[config.mk]
export PLATFORM = sky130hd
export DESIGN_NAME = seq_down_timer
export DESIGN_NICKNAME = d
export VERILOG_FILES = /design/src/rtl/seq_down_timer.sv
export SDC_FILE = /design/constraint.sdc
export NUM_CORES = 1
export LEC_CHECK = 0
export ABC_AREA = 1
export BUFFER_PORTS_ARGS = -buffer_cell sky130_fd_sc_hd__buf_2
export CORE_MARGIN = 1.5
export CORE_UTILIZATION = 35
export DETAILED_ROUTE_END_ITERATION = 6
export PLACE_DENSITY_LB_ADDON = 0.08
export SETUP_SLACK_MARGIN = 0.15
export SLEW_MARGIN = 20
export SYNTH_ARGS = -nofsm -noshare
export SYNTH_HDL_FRONTEND = slang
export SYNTH_SLANG_ARGS = --single-unit
[constraint.sdc]
create_clock -name clk -period 1.8 [get_ports clk]
set_input_delay 0 -clock clk [delete_from_list [all_inputs] [get_ports clk]]
set_output_delay 0 -clock clk [all_outputs]
set_load 0.01 [all_outputs]
[src/rtl/seq_down_timer.sv]
// Loadable down-counting timer: valid/ready load, pause, abort, optional
// auto-reload, registered one-cycle done pulse and a wrapping expiry counter.
module seq_down_timer #(
  parameter int WIDTH = 8,
  parameter int EVT_W = 2
) (
  input  logic             clk,
  input  logic             reset_n,
  input  logic             load_valid,
  output logic             load_ready,
  input  logic [WIDTH-1:0] load_value,
  input  logic             auto_reload,
  input  logic             pause,
  input  logic             abort,
  output logic [WIDTH-1:0] count_out,
  output logic             busy,
  output logic             done,
  output logic [EVT_W-1:0] event_count
);

  typedef enum logic [1:0] {
    IDLE  = 2'd0,
    RUN   = 2'd1,
    PAUSE = 2'd2
  } state_t;

  state_t           state_reg,  state_next;
  logic [WIDTH-1:0] count_reg,  count_next;
  logic [WIDTH-1:0] reload_reg, reload_next;
  logic             done_reg,   done_next;
  logic [EVT_W-1:0] evt_reg,    evt_next;

  always_ff @(posedge clk or negedge reset_n) begin
    if (!reset_n) begin
      state_reg  <= IDLE;
      count_reg  <= '0;
      reload_reg <= '0;
      done_reg   <= 1'b0;
      evt_reg    <= '0;
    end else begin
      state_reg  <= state_next;
      count_reg  <= count_next;
      reload_reg <= reload_next;
      done_reg   <= done_next;
      evt_reg    <= evt_next;
    end
  end

  always_comb begin
    state_next  = state_reg;
    count_next  = count_reg;
    reload_next = reload_reg;
    done_next   = 1'b0;
    evt_next    = evt_reg;
    unique case (state_reg)
      IDLE: begin
        if (load_valid) begin
          count_next  = load_value;
          reload_next = load_value;
          if (load_value != '0) begin
            state_next = RUN;
          end else begin
            // A zero load expires immediately without ever leaving IDLE
            done_next = 1'b1;
            evt_next  = evt_reg + 1'b1;
          end
        end
      end
      RUN: begin
        if (abort) begin
          state_next = IDLE;
          count_next = '0;
        end else if (pause) begin
          state_next = PAUSE;
        end else if (count_reg == WIDTH'(1)) begin
          done_next = 1'b1;
          evt_next  = evt_reg + 1'b1;
          if (auto_reload) begin
            count_next = reload_reg;
          end else begin
            count_next = '0;
            state_next = IDLE;
          end
        end else begin
          count_next = count_reg - 1'b1;
        end
      end
      PAUSE: begin
        // Resuming costs one edge: no decrement on the PAUSE->RUN transition
        if (abort) begin
          state_next = IDLE;
          count_next = '0;
        end else if (!pause) begin
          state_next = RUN;
        end
      end
      default: begin
        state_next = IDLE;
        count_next = '0;
      end
    endcase
  end

  assign load_ready  = (state_reg == IDLE);
  assign busy        = (state_reg != IDLE);
  assign count_out   = count_reg;
  assign done        = done_reg;
  assign event_count = evt_reg;

endmodule

==> metrics.md <==
| Metric | Value |
|---|---|
| Outcome | `finished clean` |
| CTS sink cnt | `21` |
| Final period utilization | `83.74%` |
| Initial drt markers | `61` |
| Final setup TNS | `0 ns` |
| Slew HR | `65.87%` |
| Worst Tran Pin Value | `0.5119 ns` |
| Final Hold Violating Endpoints | `0` |
| Worst hold path stage count | `3` |
| Vias per inst | `4.743` |
| MaxCap Viol Count | `0` |
| CTS tree | `done` |
| Worst slack at placement | `0.2903 ns` |
| Commonest cells after routing, fill and taps aside | `nand2_1 (73), buf_2 (26), inv_1 (21), dfrtp_1 (21), nor2_1 (14)` |
| CP endpoint kind | `register` |
| Final setup vio count | `0` |
| CP max stage cell | `dfrtp_1` |
| Worst-path clk slew | `0.08 ns` |
| Starting Density | `36.26%` |
| Startpoint Class | `register` |
| Clock Skews | `0.007416 ns` |
| Nets | `237` |
| Most used cell, CP | `inv_1` |
| Synth cell types | `23` |
| Initial antenna violation count | `0` |
| H-tree depth | `1` |
| Synthesized cell area | `1318 um^2` |
| Global route overflow | `0` |
| Vias | `1271` |
| Max VDD drop | `0.5491 mV` |
| CP Depth | `8` |
| Routed Antenna Nets | `0` |
| Slew Viols, Final | `0` |
| Crit path max fanout | `10` |
| Synth-to-layout area growth | `19.18%` |
| Post-DP Area | `1515 um^2` |
| HP Class | `in -> reg` |
| Fin crit period | `1.507 ns` |
| WL/cell | `11.74 um` |
| Commonest non-fill, non-tap cell in the layout | `nand2_1` |
| #FFs+latches synth | `21` |
| Cells on worst reg2reg path | `8` |
| Fmax | `0.6634 GHz` |
| Post-CTS resize count | `0` |
| Worst skew pair latency | `0.26 ns` |
| Num CTS Buffers | `3` |
| Post-DP HPWL | `2491 um` |
| RSZ-0062 raised after global routing | `no` |
| Vias in the first global route | `1180` |
| Synth Instances | `189` |
| Critical path's top delay family | `flip-flops` |
| GPL Wtd Cong | `0.8787` |
| Height of the chip | `64.36 um` |
| Post-Place Cells | `263` |
| LEAKAGE | `0.8755 nW` |
| Mean Syn Cell Area | `6.971 um^2` |
| Ant diodes | `0` |
| Post-route cell area | `1570 um^2` |
| Die Span X | `64.36 um` |
| PortBufs | `26` |
| Flop-to-flop setup slack | `0.29 ns` |
| Worst setup margin | `0.2927 ns` |
| Cells along the critical path | `inv_1 -> ha_1 -> nand2_1 -> nor2_8 -> inv_6 -> o21ai_4 -> xnor2_1 -> inv_1` |
| Post-Layout Cell Count | `268` |
| CP required | `1.95 ns` |
| Post-route DRC | `0` |
| Die Area | `4142 um^2` |
| Share of cells above drive strength 1 | `21.36%` |
| Mapped Nets | `205` |
| First-pass GRT wire length | `5520 um` |
| Slowest stage delay, CP | `0.41 ns` |
| Share of the yosys chip area belonging to registers | `39.89%` |
| CP bufs+invs | `3` |
| Clk buf depth | `2` |
| Ports | `27` |
| Gr usage total | `16.96%` |
| Power per cell area | `1601 nW/um^2` |
| Synth Warn # | `0` |
| CORE AREA | `3633 um^2` |
| First-pass detailed-route iteration total | `4` |
| Largest net degree at the start of global routing | `22` |
| Root buffer cell | `clkbuf_8` |
| Arrival @ worst endpoint | `1.66 ns` |
| Final WL | `3146 um` |
| Setup Crit Path Kind | `reg -> reg` |
| Cell Rows | `22` |
[layer usage]
layer	global-route usage (%)	up-vias	part of all wire (%)
met5	0	-	0
met4	4.787	0	0.73
met3	2.113	2	4.4
met2	26.43	32	47
met1	24.67	578	48
li1	-	659	-
[through the flow]
step	power, mW	utilization [%]	hold WS, ns
floorplan	1.799	-	-0.2956
global placement	2.206	41.70	-0.005980
detailed placement	2.220	41.70	0.0009542
CTS	2.539	43.22	0.01054
global route	2.790	43.22	0.02692
finish	2.514	43.22	0.01078
[synth_stat cells]
master	n	area, um^2
a21oi_1	5	25.02
a31o_2	1	8.760
clkbuf_1	2	7.510
dfrtp_1	21	525.5
ha_1	2	25.02
inv_1	21	78.83
inv_2	3	11.26
inv_6	1	8.760
nand2_1	73	274.0
nand2_2	3	18.77
nand2_4	1	11.26
nand3_1	12	60.06
nand3b_1	1	7.510
nand4_1	1	6.260
nor2_1	14	52.55
nor2_2	3	18.77
nor2_4	2	22.52
nor2_8	1	20.02
o21ai_0	13	65.06
o21ai_1	1	5.000
o21ai_4	1	16.27
o22ai_1	5	31.28
xnor2_1	2	17.52
[tightest hold or removal path, delay by kind of cell]
family	cells	cell delay [ns]
compound gates	1	0.04
buf+inv	1	0.12
simple gates	1	0.08
[worst paths after layout]
| check | from | end |
|---|---|---|
| max in group asynchronous | reset_n | count_out[0]$_DFFE_PN0P_ |
| hold reg to reg | event_count[1]$_DFFE_PN0P_ | event_count[1]$_DFFE_PN0P_ |
| setup reg to reg | count_out[1]$_DFFE_PN0P_ | event_count[0]$_DFFE_PN0P_ |
| hold / removal | pause | state_reg[1]$_DFFE_PN0P_ |
| min in group asynchronous | reset_n | count_out[6]$_DFFE_PN0P_ |
| setup / recovery | count_out[1]$_DFFE_PN0P_ | event_count[0]$_DFFE_PN0P_ |
[cell type report]
type / instances / area, um^2
fill: 412 / 2063
multi-input combinational: 141 / 685.7
sequential: 21 / 525.5
timing repair buffer: 29 / 155.1
inverter: 25 / 98.84
tap: 48 / 60.06
clock buffer: 4 / 45.04
[power by group]
group          switching, mW  internal [mW]
clock                  0.152          0.157
sequential             0.197          0.671
combinational          0.834          0.503
[cells by family after synthesis]
kind of cell    Yosys count  share of synthesized area [%]
xor+xnor                  2                          1.330
fa+ha+maj                 2                          1.899
flops                    21                          39.89
buf+inv                  27                          8.073
simple gates            111                          37.32
compound gates           26                          11.49
[what timing repair did]
item                                   in CTS  in global routing
buffers inserted                            0                  0
endpoints found under the hold margin      21                  0
hold buffers                                1                  0
(Power assumes the default switching activity.)
